$ cat config.mk
export PLATFORM = sky130hd
export DESIGN_NAME = sme_host_driver
export DESIGN_NICKNAME = d
export VERILOG_FILES = /design/src/rtl/sme_host_driver.sv
export SDC_FILE = /design/constraint.sdc
export NUM_CORES = 1
export LEC_CHECK = 0
export CAP_MARGIN = 20
export CORE_ASPECT_RATIO = 2
export CORE_MARGIN = 5
export CORE_UTILIZATION = 60
export CTS_BUF_LIST = sky130_fd_sc_hd__clkbuf_2
export DETAILED_ROUTE_END_ITERATION = 10
export GPL_TIMING_DRIVEN = 0
export PLACE_DENSITY = 0.82
export SLEW_MARGIN = 20
export SYNTH_ARGS = -nofsm -noshare
export SYNTH_HDL_FRONTEND = slang
export SYNTH_SLANG_ARGS = --single-unit
$ cat constraint.sdc
create_clock -name clk -period 3.2 [get_ports clk]
set_input_delay 0.64 -clock clk [delete_from_list [all_inputs] [get_ports clk]]
set_output_delay 0.64 -clock clk [all_outputs]
set_load 0.01 [all_outputs]
$ cat src/rtl/sme_host_driver.sv
// Host-side transmitter for the string matching engine: buffers one string and one
// pattern, streams them to the SME on start, then captures the engine's result.
//
// Ports:
//   clk, reset                  clock and synchronous active-low reset
//   cfg_we/sel/addr/data        buffer write port, honoured only while idle
//   str_len, pat_len            job lengths, latched when a job is accepted
//   new_string, start           job control; start is sampled only while idle
//   chardata/isstring/ispattern character stream towards the SME
//   sme_valid/match/index       result handshake from the SME
//   busy, done                  job in progress / one-cycle completion pulse
//   res_match, res_index        captured result, held until the next accepted start
//   timeout_err, len_err        abort flags, held until the next accepted start
module sme_host_driver #(
    parameter int STR_MAX = 32,
    parameter int PAT_MAX = 8,
    parameter int TIMEOUT = 64
) (
    input  logic       clk,
    input  logic       reset,
    input  logic       cfg_we,
    input  logic       cfg_sel,
    input  logic [5:0] cfg_addr,
    input  logic [7:0] cfg_data,
    input  logic [5:0] str_len,
    input  logic [3:0] pat_len,
    input  logic       new_string,
    input  logic       start,
    output logic [7:0] chardata,
    output logic       isstring,
    output logic       ispattern,
    input  logic       sme_valid,
    input  logic       sme_match,
    input  logic [4:0] sme_index,
    output logic       busy,
    output logic       done,
    output logic       res_match,
    output logic [4:0] res_index,
    output logic       timeout_err,
    output logic       len_err
);

    localparam int SIW = $clog2(STR_MAX);
    localparam int PIW = $clog2(PAT_MAX);
    localparam int WCW = $clog2(TIMEOUT + 1);

    localparam logic [5:0]     STR_MAX_L = 6'(STR_MAX);
    localparam logic [5:0]     PAT_MAX_A = 6'(PAT_MAX);
    localparam logic [3:0]     PAT_MAX_L = 4'(PAT_MAX);
    localparam logic [WCW-1:0] WAIT_LAST = WCW'(TIMEOUT - 1);

    typedef enum logic [2:0] {
        S_IDLE,
        S_SEND_STR,
        S_SEND_PAT,
        S_WAIT,
        S_DONE
    } state_e;

    state_e         state_q;
    logic [5:0]     cnt_q;
    logic [WCW-1:0] wcnt_q;
    logic [5:0]     slen_q;
    logic [3:0]     plen_q;
    logic           str_sent_q;

    logic [7:0]     chardata_q;
    logic           isstring_q;
    logic           ispattern_q;
    logic           busy_q;
    logic           done_q;
    logic           res_match_q;
    logic [4:0]     res_index_q;
    logic           timeout_err_q;
    logic           len_err_q;

    logic [7:0]     str_buf [STR_MAX];
    logic [7:0]     pat_buf [PAT_MAX];

    logic           str_wr;
    logic           pat_wr;
    logic           send_str_d;
    logic           len_bad_d;
    logic [7:0]     str0_d;
    logic [7:0]     pat0_d;

    assign str_wr = (state_q == S_IDLE) && cfg_we && !cfg_sel
                    && (cfg_addr < STR_MAX_L);
    assign pat_wr = (state_q == S_IDLE) && cfg_we && cfg_sel
                    && (cfg_addr < PAT_MAX_A);

    assign send_str_d = new_string | ~str_sent_q;

    assign len_bad_d = (pat_len == 4'd0) || (pat_len > PAT_MAX_L)
                       || (send_str_d && ((str_len == 6'd0)
                                          || (str_len > STR_MAX_L)));

    // A write landing in the same cycle as start must be seen by the job;
    // only character 0 is read on that edge, so forward just that slot.
    assign str0_d = (str_wr && cfg_addr == 6'd0) ? cfg_data : str_buf[0];
    assign pat0_d = (pat_wr && cfg_addr == 6'd0) ? cfg_data : pat_buf[0];

    // Buffers have no reset so their contents survive a reset.
    always_ff @(posedge clk) begin
        if (reset && str_wr) begin
            str_buf[cfg_addr[SIW-1:0]] <= cfg_data;
        end
        if (reset && pat_wr) begin
            pat_buf[cfg_addr[PIW-1:0]] <= cfg_data;
        end
    end

    always_ff @(posedge clk) begin
        if (!reset) begin
            state_q       <= S_IDLE;
            cnt_q         <= '0;
            wcnt_q        <= '0;
            slen_q        <= '0;
            plen_q        <= '0;
            str_sent_q    <= 1'b0;
            chardata_q    <= '0;
            isstring_q    <= 1'b0;
            ispattern_q   <= 1'b0;
            busy_q        <= 1'b0;
            done_q        <= 1'b0;
            res_match_q   <= 1'b0;
            res_index_q   <= '0;
            timeout_err_q <= 1'b0;
            len_err_q     <= 1'b0;
        end else begin
            unique case (state_q)
                S_IDLE: begin
                    done_q <= 1'b0;
                    if (start) begin
                        busy_q        <= 1'b1;
                        res_match_q   <= 1'b0;
                        res_index_q   <= '0;
                        timeout_err_q <= 1'b0;
                        len_err_q     <= 1'b0;
                        slen_q        <= str_len;
                        plen_q        <= pat_len;
                        cnt_q         <= 6'd1;
                        if (len_bad_d) begin
                            state_q   <= S_DONE;
                            done_q    <= 1'b1;
                            len_err_q <= 1'b1;
                        end else if (send_str_d) begin
                            state_q    <= S_SEND_STR;
                            isstring_q <= 1'b1;
                            chardata_q <= str0_d;
                        end else begin
                            state_q     <= S_SEND_PAT;
                            ispattern_q <= 1'b1;
                            chardata_q  <= pat0_d;
                        end
                    end
                end

                S_SEND_STR: begin
                    if (cnt_q < slen_q) begin
                        chardata_q <= str_buf[cnt_q[SIW-1:0]];
                        cnt_q      <= cnt_q + 6'd1;
                    end else begin
                        // Pattern follows the last string char with no gap.
                        state_q     <= S_SEND_PAT;
                        str_sent_q  <= 1'b1;
                        isstring_q  <= 1'b0;
                        ispattern_q <= 1'b1;
                        chardata_q  <= pat_buf[0];
                        cnt_q       <= 6'd1;
                    end
                end

                S_SEND_PAT: begin
                    if (cnt_q < {2'b00, plen_q}) begin
                        chardata_q <= pat_buf[cnt_q[PIW-1:0]];
                        cnt_q      <= cnt_q + 6'd1;
                    end else begin
                        state_q     <= S_WAIT;
                        ispattern_q <= 1'b0;
                        chardata_q  <= '0;
                        wcnt_q      <= '0;
                    end
                end

                S_WAIT: begin
                    // A result arriving on the final wait cycle still counts.
                    if (sme_valid) begin
                        state_q     <= S_DONE;
                        done_q      <= 1'b1;
                        res_match_q <= sme_match;
                        res_index_q <= sme_index;
                    end else if (wcnt_q == WAIT_LAST) begin
                        state_q       <= S_DONE;
                        done_q        <= 1'b1;
                        timeout_err_q <= 1'b1;
                        res_match_q   <= 1'b0;
                        res_index_q   <= '0;
                    end else begin
                        wcnt_q <= wcnt_q + 1'b1;
                    end
                end

                S_DONE: begin
                    state_q <= S_IDLE;
                    done_q  <= 1'b0;
                    busy_q  <= 1'b0;
                end

                default: begin
                    state_q <= S_IDLE;
                end
            endcase
        end
    end

    assign chardata    = chardata_q;
    assign isstring    = isstring_q;
    assign ispattern   = ispattern_q;
    assign busy        = busy_q;
    assign done        = done_q;
    assign res_match   = res_match_q;
    assign res_index   = res_index_q;
    assign timeout_err = timeout_err_q;
    assign len_err     = len_err_q;

endmodule
# After elaboration in Yosys (flattened, before gate mapping)
# Memories as Yosys holds them, arrays and structs flattened. A register that Yosys moved wholly into a read port is not among the register bits.
# Cells that the tools add are included.
dict set report word_totals {
  ff_bits 47
  mem_bits_rw 320
  inputBits 37
  output_inout_bits 20
  mem_count 2
}
# memory depth word_bits rd rd_clocked_by_memory_dff write_ports line_no
set mem_list {}
lappend mem_list {str_buf 32 8 2 1 1 77} ;# logic [7:0] str_buf [STR_MAX];
lappend mem_list {pat_buf 8 8 2 1 1 78} ;# logic [7:0] pat_buf [PAT_MAX];
dict set report op_classes {
  add_sub_neg 2
  n_lt_le_gt_ge 6
  n_eq_ne 16
  n_mux 60
  n_bitwise 3
  n_reduce_logical 36
}
# cell count
set ops {}
lappend ops {{$mux 8} 7}
lappend ops {{$mux 5} 5}
lappend ops {{$mux 3} 8}
lappend ops {{$pmux 8 s3} 1}
lappend ops {{$mux 1} 22}
lappend ops {{$mux 7} 3}
lappend ops {{$ne 2x2->1 const B} 10}
lappend ops {{$mux 6} 3}
lappend ops {{$pmux 6 s3} 1}
lappend ops {{$pmux 7 s2} 1}
lappend ops {{$logic_not 6->1} 2}
lappend ops {{$pmux 3 s4} 1}
lappend ops {{$reduce_and 4->1} 3}
lappend ops {{$logic_and 1x1->1} 10}
lappend ops {{$pmux 5 s2} 1}
lappend ops {{$reduce_and 3->1} 3}
lappend ops {{$pmux 1 s2} 4}
lappend ops {{$reduce_and 2->1} 4}
lappend ops {{$reduce_bool 2->1} 4}
lappend ops {{$add 7x1->7 const B} 1}
lappend ops {{$eq 7x6->1 const B} 1}
lappend ops {{$add 6x1->6 const B} 1}
lappend ops {{$eq 3x2->1 const B} 2}
lappend ops {{$gt 6x6->1 const B} 1}
lappend ops {{19 further kinds} 24}

# Depth between registers and ports, before layout
# Gate-level depths: netlist of run 1.
dict set report depth {
  depth_word 10
  ltp_mapped 9
  ltp_nobuf 8
}

# Worst setup path after synthesis of run 1
# Ideal clock, no wire load.
dict set report synth_timing {
  path_type {input to register}
  startpoint {input port cfg_sel}
  endpoint {memory str_buf[17][0] (enable)}
  setup_time_ns 0.383
  arrival_ns 2.236
  required_time_ns 2.817
  slack_ns 0.580
  stages 5
  path_buffers 0
  path_cell_list {nor3b_1 > and3_1 > nand2_1 > or2_2 > nor3_1}
}
dict set report synth_via {
  elab_chain_len 6
}
# element line_no
set synth_lines {}
lappend synth_lines {{start: declaration} 22} ;# input logic cfg_sel,
lappend synth_lines {{$logic_not 1->1} 87} ;# assign str_wr = (state_q == S_IDLE) && cfg_we && !cfg_sel
lappend synth_lines {{$logic_and 1x1->1} 87}
lappend synth_lines {{$logic_and 1x1->1} 88} ;# && (cfg_addr < STR_MAX_L);
lappend synth_lines {{$logic_and 1x1->1} 105} ;# if (reset && str_wr) begin
lappend synth_lines {{$mux 1} 105}
lappend synth_lines {{$mux 1 (not written as such)} 106} ;# str_buf[cfg_addr[SIW-1:0]] <= cfg_data;
lappend synth_lines {{end: declaration} 77}
# Every way passes these cells.

# Worst setup path after layout of run 1
dict set report layout_timing {
  startpoint {register state_q[2]}
  endpoint {memory str_buf[27][4] (enable)}
}
dict set report layout_via {
  elab_chain_len 7
}
# element line_no
set layout_lines {}
lappend layout_lines {{start: declaration} 60} ;# state_e state_q;
lappend layout_lines {{start signal: assignment} 115} ;# state_q <= S_IDLE;
lappend layout_lines {{start signal: assignment} 144} ;# state_q <= S_DONE;
lappend layout_lines {{start signal: assignment} 148} ;# state_q <= S_SEND_STR;
lappend layout_lines {{$logic_not 3->1} 87}
lappend layout_lines {{$logic_and 1x1->1 (2 in a row)} 87}
lappend layout_lines {{$logic_and 1x1->1} 88}
lappend layout_lines {{$logic_and 1x1->1} 105}
lappend layout_lines {{$mux 1} 105}
lappend layout_lines {{$mux 1 (not written as such)} 106}
# Every way passes these cells.

==> run summary, run 1 <==
OUTCOME
--------------------------------------------------------------------------------
Result of the run                                                      completed

CTS
--------------------------------------------------------------------------------
Clock sink count                                                             372
Maximum number of buffers from clock root to sink                              3
Post-CTS setup repair buffer count                                             0
Worst-path clk slew                                                       130 ps
Inserted Clock Buffers                                                        80
Clock tree from TritonCTS                                                   done
Buffer type at the clock tree root                                      clkbuf_2
CTS H-tree depth                                                               3
Clock latency reported for the late side of the worst-skew pair          1010 ps

GLOBAL ROUTE
--------------------------------------------------------------------------------
GRT Residual Overflow                                                          0
Wire length of the first global-routing pass                           55,750 um
Via count of the first global-routing pass                                 9,572
Initial antenna violation count                                                4
Overall routing resource usage                                            0.2662
Maximum number of pins on one net before global-route repair                  43

PLACE
--------------------------------------------------------------------------------
Total of buffers placed on input and output ports                             53
Global placement routability congestion                                   0.9289
Area of placed instances                                             0.01655 mm2
Setup slack after placement                                            -316.4 ps
Number of instances in the placed design                                   1,302
Sum of net half-perimeters after detailed placement                    26,570 um

FLOORPLAN
--------------------------------------------------------------------------------
Area of the die                                                      0.02925 mm2
Cell Rows                                                                     83
Die height                                                              236.9 um
Number of top-level pins                                                      57
Floorplan Core Area                                                  0.02555 mm2
Width of the chip                                                       123.5 um
Initial standard-cell utilization of the core                             0.6046

POWER AND IR DROP
--------------------------------------------------------------------------------
Lkg Pwr                                                              0.005719 uW
Total design power                                                       9394 uW
VDD IR max                                                           0.0002921 V
PD cells                                                            542.5 mW/mm2

STA
--------------------------------------------------------------------------------
Setup slack after layout                                                115.8 ps
Relative slew margins                                                     0.3548
Minimum period implied by the final worst setup slack                    3084 ps
Period Utilization, post-route                                            0.9638
Fmax                                                                  0.3242 GHz
Final setup violation count                                                    0
Final hold vios                                                                0
Unrepaired setup endpoints after global routing                            false
Slew Viols, Final                                                              0
Worst Tran Pin Value                                                    964.2 ps
Worst-case clock skew                                                   78.54 ps

CELLS AND AREA
--------------------------------------------------------------------------------
Final core utilization                                                    0.6778
Leading cell type in the layout, fill and taps excluded                 edfxtp_1
Footprint of the multi-input gates                                  0.004522 mm2
Area growth from synthesis to layout                                      12.12%
Final standard cell count with taps included and fillers excluded          1,452
Storage cell area                                                    0.01065 mm2
NumNets Final                                                              1,094
Commonest cells after routing, fill and taps aside                  edfxtp_1, clkbuf_2, mux4_2
Fin area                                                             0.01732 mm2
Number of fill cells                                                       1,725
Fraction of final layout cells with drive strength greater than 1         0.2741

SETUP PATH
--------------------------------------------------------------------------------
Data required time at the worst endpoint                                 3780 ps
Worst Reg-to-Reg Cells                                                         6
Critical-path top delay cell                                              nor2_1
Buf+Inv Stages, Crit Path                                                      1
Crit-path cells                                                     clkbuf_8 > nor3_4 > and3_1 > nand2_1 > or2_2 > nor2_1
Arr. time, crit path                                                     3670 ps
Slowest stage delay, CP                                                   620 ps
Worst setup path category                                           flip-flop to flip-flop
Kind of end point of the critical path                                 flip-flop
Startpoint Class                                                       flip-flop
Flop-to-flop setup slack                                                  120 ps
CP delay by family, top                                             simple AND/OR/NAND/NOR gates
Worst-path fanout max                                                         10
Reg-to-reg startpoint                                                 state_q[2]
End of the worst register-to-register path                          str_buf[27][4]

YOSYS
--------------------------------------------------------------------------------
Area share of xor/xnor cells in the synthesized design                  0.003402
Share of synthesized area occupied by flip-flops and latches              0.6896
Mapped cell area                                                     0.01544 mm2
Multiplexer area fraction after synthesis                                 0.1504
Combinational family with the most area after synthesis             multiplexers
Adder-cell share of the synthesized area                                0.008101
Number of enable-type register cells in the synthesized netlist              320
Net count after synthesis                                                    949
Cells after synthesis                                                        902
Number of storage elements in the synthesis netlist                          372
Synthesized-area fraction occupied by and/or/nand/nor cells              0.06643
Fraction of the mapped netlist area in compound gates                    0.05987
Async set or reset register ratio after synthesis                              0
Post-synthesis average cell area                                       17.12 um2
Primary FF master, synth                                                edfxtp_1
Total number of yosys warnings                                                 0
Count of distinct cell types in the synthesized netlist                       60

DRT
--------------------------------------------------------------------------------
Detailed-routing iteration count for the pre-antenna-repair pass               5
Count of nets left with antenna violations after detail routing                0
DRC violation count after routing                                              0
Routed len/inst                                                         25.77 um
Total Routed Length                                                    37,420 um
Vias per inst                                                              6.233
Count of vias placed by the detailed router                                9,050
Initial DRC count                                                            797

MIN PATH
--------------------------------------------------------------------------------
Number of stages on the worst hold path                                        2
Worst Hold Launch                                                    cfg_data[5]
Hold crit path type                                                 input pin to flip-flop
Hold Path Sink                                                      str_buf[5][5]

FLOW RUN
--------------------------------------------------------------------------------
Number of maximum-capacitance violations                                       0

## sequential cells by signal, summed over array words and instances, names as in the netlist, named ones only
signal / flops
busy: 1
chardata: 8
cnt_q: 6
done: 1
ispattern: 1
isstring: 1
len_err: 1
pat_buf: 64
plen_q: 4
res_index: 5
res_match: 1
slen_q: 6
state_q: 3
str_buf: 256
str_sent_q: 1
timeout_err: 1
wcnt_q: 7
## worst max-delay path by stage
stage                           to        from  depth (start not counted)  slack, ps
floorplan           str_buf[17][0]     cfg_sel                          5        580
global placement    str_buf[24][5]       reset                          5       -680
detailed placement  str_buf[25][5]       reset                          6       -320
CTS                 str_buf[25][0]  state_q[2]                          6        140
global route        str_buf[27][4]  state_q[2]                          6         30
finish              str_buf[27][4]  state_q[2]                          6        120
## what timing repair did
item                                    4_1_cts  5_1_grt
endpoints found under the setup margin        0        2
resized for setup                             0        1
hold buffers                                  3        0
endpoints found under the hold margin        20        0
## cell families after synthesis
| family | after synthesis |
|---|---|
| mux | 131 |
| compound gates | 126 |
| simple gates | 195 |
| fa+ha+maj | 10 |
| buf+inv | 62 |
| flops | 372 |
| xor+xnor | 6 |
## metal layers
| metal | track usage | vias to the layer above | wire length (um) |
|---|---|---|---|
| met5 | 0 | - | 13 |
| met4 | 0.2050 | 2 | 3156 |
| met3 | 0.05712 | 155 | 2149 |
| met2 | 0.4708 | 433 | 20540 |
| met1 | 0.2608 | 4491 | 11560 |
| li1 | - | 3969 | - |
## cell usage after synthesis (all sizes together) (2+ instances only)
master  instances  share of area
nor3           22         0.0079
nand2          32         0.0078
a41o            2         0.0013
mux2            9         0.0066
inv            15         0.0036
a211o          18          0.011
nor2b          18         0.0073
a21o           11         0.0059
a211oi         24          0.012
dfxtp          52          0.067
edfxtp        320           0.62
nand2b         14         0.0057
nor3b           3         0.0018
and4            2         0.0011
nand3          18         0.0058
a31oi          10         0.0041
and2            6         0.0025
nor4            5         0.0024
mux4           80           0.12
or3             3         0.0012
o21a            4         0.0019
a311oi          2         0.0011
o31ai           2        0.00097
buf            25          0.011
and3            4         0.0016
ha             10         0.0081
xnor2           6         0.0034
a22oi          15         0.0073
nor2           57          0.014
o21ai           4         0.0018
nand4           5         0.0028
clkbuf         21         0.0073
a21oi          29         0.0096
mux2i          42          0.027
## power by group
part	internal, uW	leakage (uW)	switching [uW]
Combinational	516	0.00188	670
Sequential	5310	0.00330	41.8
Clock	1020	0.000543	1830
## metrics by stage
stage               TNS (ps)  hold WS (ps)
floorplan                  0         414.4
global placement      -49960         425.6
detailed placement    -20920         454.1
CTS                        0         12.72
global route               0         64.25
finish                     0         98.79
## cell type report
class / count / share of cell area
antenna: 3 / 0.0004335
buffer: 46 / 0.01633
inverter: 16 / 0.003468
tap: 340 / 0.02457
clock inverter: 35 / 0.01026
multi-input combinational: 468 / 0.2611
sequential: 372 / 0.6150
timing repair buffer: 63 / 0.03728
clock buffer: 109 / 0.03150
Note: power is estimated with default switching activity, not from simulation.
==> inputs of run 2 (changes only) <==
--- a/config.mk
+++ b/config.mk
@@ -5,14 +5,14 @@
 export SDC_FILE = /design/constraint.sdc
 export NUM_CORES = 1
 export LEC_CHECK = 0
-export CAP_MARGIN = 20
+export CAP_MARGIN = 30
 export CORE_ASPECT_RATIO = 2
 export CORE_MARGIN = 5
 export CORE_UTILIZATION = 60
 export CTS_BUF_LIST = sky130_fd_sc_hd__clkbuf_2
 export DETAILED_ROUTE_END_ITERATION = 10
 export GPL_TIMING_DRIVEN = 0
-export PLACE_DENSITY = 0.82
+export PLACE_DENSITY = 0.91
 export SLEW_MARGIN = 20
 export SYNTH_ARGS = -nofsm -noshare
 export SYNTH_HDL_FRONTEND = slang
==> run 2 against run 1 <==
Net effect: the flow now finishes with violations (negative setup slack); power fell by 2.5%; sequential share of layout area rose by 0.35 points; die area did not move; final area fell by 0.56%; clock-buffer cell count fell by 4; critical path depth did not move; global-route usage rose by 0.67 points; wire length rose by 3.5%; sequential power barely moved.
==> run summary, run 2 (synthesis gave the netlist of run 1 again) <==
CELLS AND AREA
--------------------------------------------------------------------------------
Leading cell type in the layout, fill and taps excluded                 edfxtp_1
Fraction of final layout cells with drive strength greater than 1         0.2678
NumNets Final                                                              1,091
Max FFs per register                                                         256
Storage cell area                                                    0.01065 mm2
Number of fill cells                                                       1,657
Area growth from synthesis to layout                                      11.49%
Fin area                                                             0.01722 mm2
Footprint of the multi-input gates                                  0.004511 mm2
Commonest cells after routing, fill and taps aside                  edfxtp_1, clkbuf_2, mux4_2

CTS
--------------------------------------------------------------------------------
CTS H-tree depth                                                               3
CTS hold repair buffers                                                        1
Clock latency reported for the late side of the worst-skew pair           940 ps
Inserted Clock Buffers                                                        74
Post-CTS setup repair buffer count                                             0
Number of gates given a new drive strength after cts                           0
Clock tree from TritonCTS                                                   done
Maximum number of buffers from clock root to sink                              3
Buffer type at the clock tree root                                      clkbuf_2
Worst-path clk slew                                                       130 ps
Clock sink count                                                             372

FLOW RUN
--------------------------------------------------------------------------------
Number of maximum-capacitance violations                                       0

SETUP PATH
--------------------------------------------------------------------------------
Critical Path Start                                                   state_q[2]
Startpoint Class                                                       flip-flop
Buf+Inv Stages, Crit Path                                                      1
Endpoint of the most critical setup path                            str_buf[25][6]
Flop-to-flop setup slack                                                  -10 ps
Kind of end point of the critical path                                 flip-flop
Crit-path cells                                                     clkbuf_8 > nor3_4 > and3_1 > nand2_1 > or2_2 > nor2_1
Slowest stage delay, CP                                                   710 ps
Critical-path top delay cell                                              nor2_1
CP delay by family, top                                             simple AND/OR/NAND/NOR gates
End of the worst register-to-register path                          str_buf[25][6]
Worst Reg-to-Reg Cells                                                         6
Instance count on the critical path                                            6
Reg-to-reg startpoint                                                 state_q[2]
Data required time at the worst endpoint                                 3680 ps
Arr. time, crit path                                                     3690 ps
Worst setup path category                                           flip-flop to flip-flop
Worst-path fanout max                                                         10

PLACE
--------------------------------------------------------------------------------
Sum of net half-perimeters after detailed placement                    27,140 um
Total of buffers placed on input and output ports                             53
Area of placed instances                                             0.01656 mm2
Setup slack after placement                                            -438.3 ps
Global placement routability congestion                                   0.9414

DRT
--------------------------------------------------------------------------------
DRC violation count after routing                                              0
Detailed-routing iteration count for the pre-antenna-repair pass               6
Initial DRC count                                                            935
Vias per inst                                                              6.459
Count of nets left with antenna violations after detail routing                0
Routed len/inst                                                         26.93 um
Total Routed Length                                                    38,750 um
Count of vias placed by the detailed router                                9,295

FLOORPLAN
--------------------------------------------------------------------------------
Number of top-level pins                                                      57
Die height                                                              236.9 um
Width of the chip                                                       123.5 um
Cell Rows                                                                     83
Area of the die                                                      0.02925 mm2
Floorplan Core Area                                                  0.02555 mm2
Initial standard-cell utilization of the core                             0.6046

STA
--------------------------------------------------------------------------------
Final setup violation count                                                    7
Minimum period implied by the final worst setup slack                    3210 ps
Final hold vios                                                                0
Setup TNS                                                              -52.19 ps
Period Utilization, post-route                                             1.003
Relative slew margins                                                     0.3225
Unrepaired setup endpoints after global routing                            false
Worst Hold Margin                                                       144.7 ps
Worst-case clock skew                                                   101.0 ps
Slew Viols, Final                                                              0
Fmax                                                                  0.3115 GHz
Worst Tran Pin Value                                                     1007 ps
Setup slack after layout                                               -10.41 ps

POWER AND IR DROP
--------------------------------------------------------------------------------
Portion of total power attributed to combinational logic                   0.131
PD cells                                                            532.2 mW/mm2
Switching Fraction                                                        0.2675
Flop pwr share                                                             0.584
VDD IR max                                                           0.0002503 V
Internal Pwr Total                                                       6713 uW
Part of the power in the clock network                                     0.285
Switching Power                                                          2451 uW
Total design power                                                       9163 uW
Lkg Pwr                                                              0.005683 uW

OUTCOME
--------------------------------------------------------------------------------
Result of the run                                                   complete, but fails checks
Violated checks                                                     negative setup slack

GLOBAL ROUTE
--------------------------------------------------------------------------------
GRT Residual Overflow                                                          0
Overall routing resource usage                                            0.2730
Via count of the first global-routing pass                                 9,865
Maximum number of pins on one net before global-route repair                  43
Initial antenna violation count                                                2
Wire length of the first global-routing pass                           57,140 um

MIN PATH
--------------------------------------------------------------------------------
Hold crit path type                                                 input pin to flip-flop

run 2: power by group through the flow:
stage | Sequential [uW] | Combinational (uW) | Clock (uW)
final | 5350 | 1200 | 2610
after global routing | 5360 | 1270 | 2890
after CTS | 5350 | 1180 | 2650
after detailed placement | 5460 | 1170 | 0
after global placement | 5460 | 1120 | 0
after floorplan | 5460 | 732 | 0
run 2: area by class of cell:
class | instances | share of cell area
plain buffers | 46 | 0.01642
diodes | 1 | 0.0001453
clock inverters | 25 | 0.006176
inverters | 16 | 0.003488
flip-flops and latches | 372 | 0.6185
repair buffers | 66 | 0.03808
multi-input cells | 468 | 0.2620
well taps | 340 | 0.02471
clock buffers | 105 | 0.03052
run 2: stage by stage:
stage	cells	utilization
after floorplan	902	-
after global placement	1295	0.6420
after detailed placement	1306	0.6483
after CTS	1437	0.6734
after global routing	1439	0.6740
final	1439	0.6740
run 2: how the worst min path moves through the flow:
stage / from / end / slack, ps / depth (start not counted)
after floorplan: wcnt_q[6] / wcnt_q[6] / 410 / 2
after global placement: wcnt_q[6] / wcnt_q[6] / 430 / 2
after detailed placement: wcnt_q[6] / wcnt_q[6] / 430 / 2
after CTS: cfg_data[6] / str_buf[4][6] / 70 / 1
after global routing: cfg_data[6] / str_buf[4][6] / 80 / 1
final: cfg_data[6] / str_buf[0][6] / 140 / 1
run 2: layer usage:
layer  GRT usage  part of all wire
met1      0.2635              0.30
met2      0.4822              0.54
met3     0.06788             0.072
met4      0.2057             0.086
met5           0           0.00034
==> inputs of run 3 (changes only) <==
--- a/config.mk
+++ b/config.mk
@@ -5,7 +5,7 @@
 export SDC_FILE = /design/constraint.sdc
 export NUM_CORES = 1
 export LEC_CHECK = 0
-export CAP_MARGIN = 30
+export CAP_MARGIN = 20
 export CORE_ASPECT_RATIO = 2
 export CORE_MARGIN = 5
 export CORE_UTILIZATION = 60
==> run 3 against run 2 <==
Net effect: via count fell by 1.3%; fmax rose by 5.5%; clock power rose by 5%; the run ends with design-rule violations left; global-route usage fell by 0.17 points; hold slack got worse by 57 ps; non-clock buffer count fell by 5.
==> run summary, run 3 (synthesis gave the netlist of run 1 again) <==
CTS
--------------------------------------------------------------------------------
Post-CTS setup repair buffer count                                             0
Buffer type at the clock tree root                                      clkbuf_2
Worst-path clk slew                                                       120 ps
Clock tree from TritonCTS                                                   done
CTS hold repair buffers                                                        0
Number of gates given a new drive strength after cts                           0
Maximum number of buffers from clock root to sink                              3
Clock sink count                                                             372
Inserted Clock Buffers                                                        72
Clock latency reported for the late side of the worst-skew pair           920 ps
CTS H-tree depth                                                               3

POWER AND IR DROP
--------------------------------------------------------------------------------
Switching Fraction                                                        0.2622
Portion of total power attributed to combinational logic                   0.129
Switching Power                                                          2434 uW
VDD IR max                                                           0.0002375 V
Lkg Pwr                                                              0.005666 uW
Total design power                                                       9282 uW
Part of the power in the clock network                                     0.294
PD cells                                                            538.7 mW/mm2
Flop pwr share                                                             0.577
Internal Pwr Total                                                       6848 uW

STA
--------------------------------------------------------------------------------
Relative slew margins                                                     0.2274
Fmax                                                                  0.3287 GHz
Worst-case clock skew                                                   86.67 ps
Setup slack after layout                                                157.3 ps
Worst Hold Margin                                                       87.53 ps
Worst Tran Pin Value                                                     1150 ps
Period Utilization, post-route                                            0.9508
Unrepaired setup endpoints after global routing                            false
Slew Viols, Final                                                              0
Final setup violation count                                                    0
Final hold vios                                                                0
Minimum period implied by the final worst setup slack                    3043 ps

DRT
--------------------------------------------------------------------------------
DRC violation count after routing                                              2
Initial DRC count                                                            945
Vias per inst                                                              6.406
Detailed-routing iteration count for the pre-antenna-repair pass              10
Count of vias placed by the detailed router                                9,174
Total Routed Length                                                    38,660 um
Count of nets left with antenna violations after detail routing                0
Routed len/inst                                                         27.00 um

SETUP PATH
--------------------------------------------------------------------------------
Arr. time, crit path                                                     3520 ps
Slowest stage delay, CP                                                   570 ps
Critical-path top delay cell                                              nor2_1
Worst-path fanout max                                                         10
Kind of end point of the critical path                                 flip-flop
Startpoint Class                                                       flip-flop
Worst setup path category                                           flip-flop to flip-flop
Data required time at the worst endpoint                                 3680 ps
Crit-path cells                                                     clkbuf_8 > nor3_4 > and3_1 > nand2_1 > or2_2 > nor2_1

OUTCOME
--------------------------------------------------------------------------------
Violated checks                                                     design-rule violations
Result of the run                                                   complete, but fails checks

CELLS AND AREA
--------------------------------------------------------------------------------
Final standard cell count with taps included and fillers excluded          1,432
Area growth from synthesis to layout                                      11.56%
Max FFs per register                                                         256
Fin area                                                             0.01723 mm2
Commonest cells after routing, fill and taps aside                  edfxtp_1, clkbuf_2, mux4_2
Leading cell type in the layout, fill and taps excluded                 edfxtp_1
Fraction of final layout cells with drive strength greater than 1         0.2670
NumNets Final                                                              1,084

PLACE
--------------------------------------------------------------------------------
Number of instances in the placed design                                   1,303
Global placement routability congestion                                   0.9414
Total of buffers placed on input and output ports                             53
Area of placed instances                                             0.01655 mm2
Setup slack after placement                                            -478.9 ps
Sum of net half-perimeters after detailed placement                    27,110 um

GLOBAL ROUTE
--------------------------------------------------------------------------------
Via count of the first global-routing pass                                 9,905
Initial antenna violation count                                                3
Overall routing resource usage                                            0.2713
GRT Residual Overflow                                                          0
Wire length of the first global-routing pass                           57,000 um
Maximum number of pins on one net before global-route repair                  43

FLOORPLAN
--------------------------------------------------------------------------------
Die height                                                              236.9 um
Cell Rows                                                                     83
Initial standard-cell utilization of the core                             0.6046
Area of the die                                                      0.02925 mm2
Floorplan Core Area                                                  0.02555 mm2
Number of top-level pins                                                      57
Width of the chip                                                       123.5 um

MIN PATH
--------------------------------------------------------------------------------
Hold crit path type                                                 input pin to flip-flop

FLOW RUN
--------------------------------------------------------------------------------
Number of maximum-capacitance violations                                       0

run 3: cell types whose count changed in the layout (fill, tap and decap cells not counted), moves of 2 or more:
cell | previous run | this run
clkbuf_2 | 105 | 102
clkinv_2 | 4 | 2
buf_2 | 29 | 26
bufinv_16 | 0 | 2
nor3_2 | 7 | 10
nor3_1 | 13 | 11
run 3: metal layers:
layer  wire length, um  vias up  global-route usage
met5                13        -                   0
met4              3679        2              0.2141
met3              2529      185             0.06764
met2             20670      506              0.4756
met1             11770     4549              0.2607
li1                  -     3932                   -
run 3: power groups by stage:
stage	logic, uW	clock network, uW	registers, uW
floorplan	732	0	5460
CTS	1180	2770	5350
finish	1200	2730	5350
global placement	1120	0	5460
global route	1270	3000	5360
detailed placement	1180	0	5460
run 3: through the flow:
| step | utilization | setup TNS [ps] |
|---|---|---|
| after floorplan | - | 0 |
| after global placement | 0.6420 | -49000 |
| after detailed placement | 0.6477 | -37170 |
| after CTS | 0.6738 | 0 |
| after global routing | 0.6744 | 0 |
| final | 0.6745 | 0 |
run 3: worst paths after layout:
path	end	slack (ps)	start	cells after the start
max reg2reg	str_buf[27][0]	160	state_q[2]	6
max	str_buf[27][0]	160	state_q[2]	6
min	str_buf[20][2]	90	cfg_data[2]	1
min reg2reg	wcnt_q[6]	440	wcnt_q[6]	2
run 3: critical path: cells and delay by family, from the launching register on:
family / cells / cell delay, ps
and+or+nand+nor: 5 / 2030
buffers and inverters: 1 / 200
DFF: 1 / 390
run 3: final cells by class:
cell class / instances / area [um2]
sequential: 372 / 10650
fill: 1658 / 8317
multi-input combinational: 468 / 4517
timing repair buffer: 61 / 623.1
clock buffer: 102 / 510.5
tap: 340 / 425.4
buffer: 46 / 282.8
clock inverter: 25 / 156.4
inverter: 16 / 60.06
antenna: 2 / 5.005
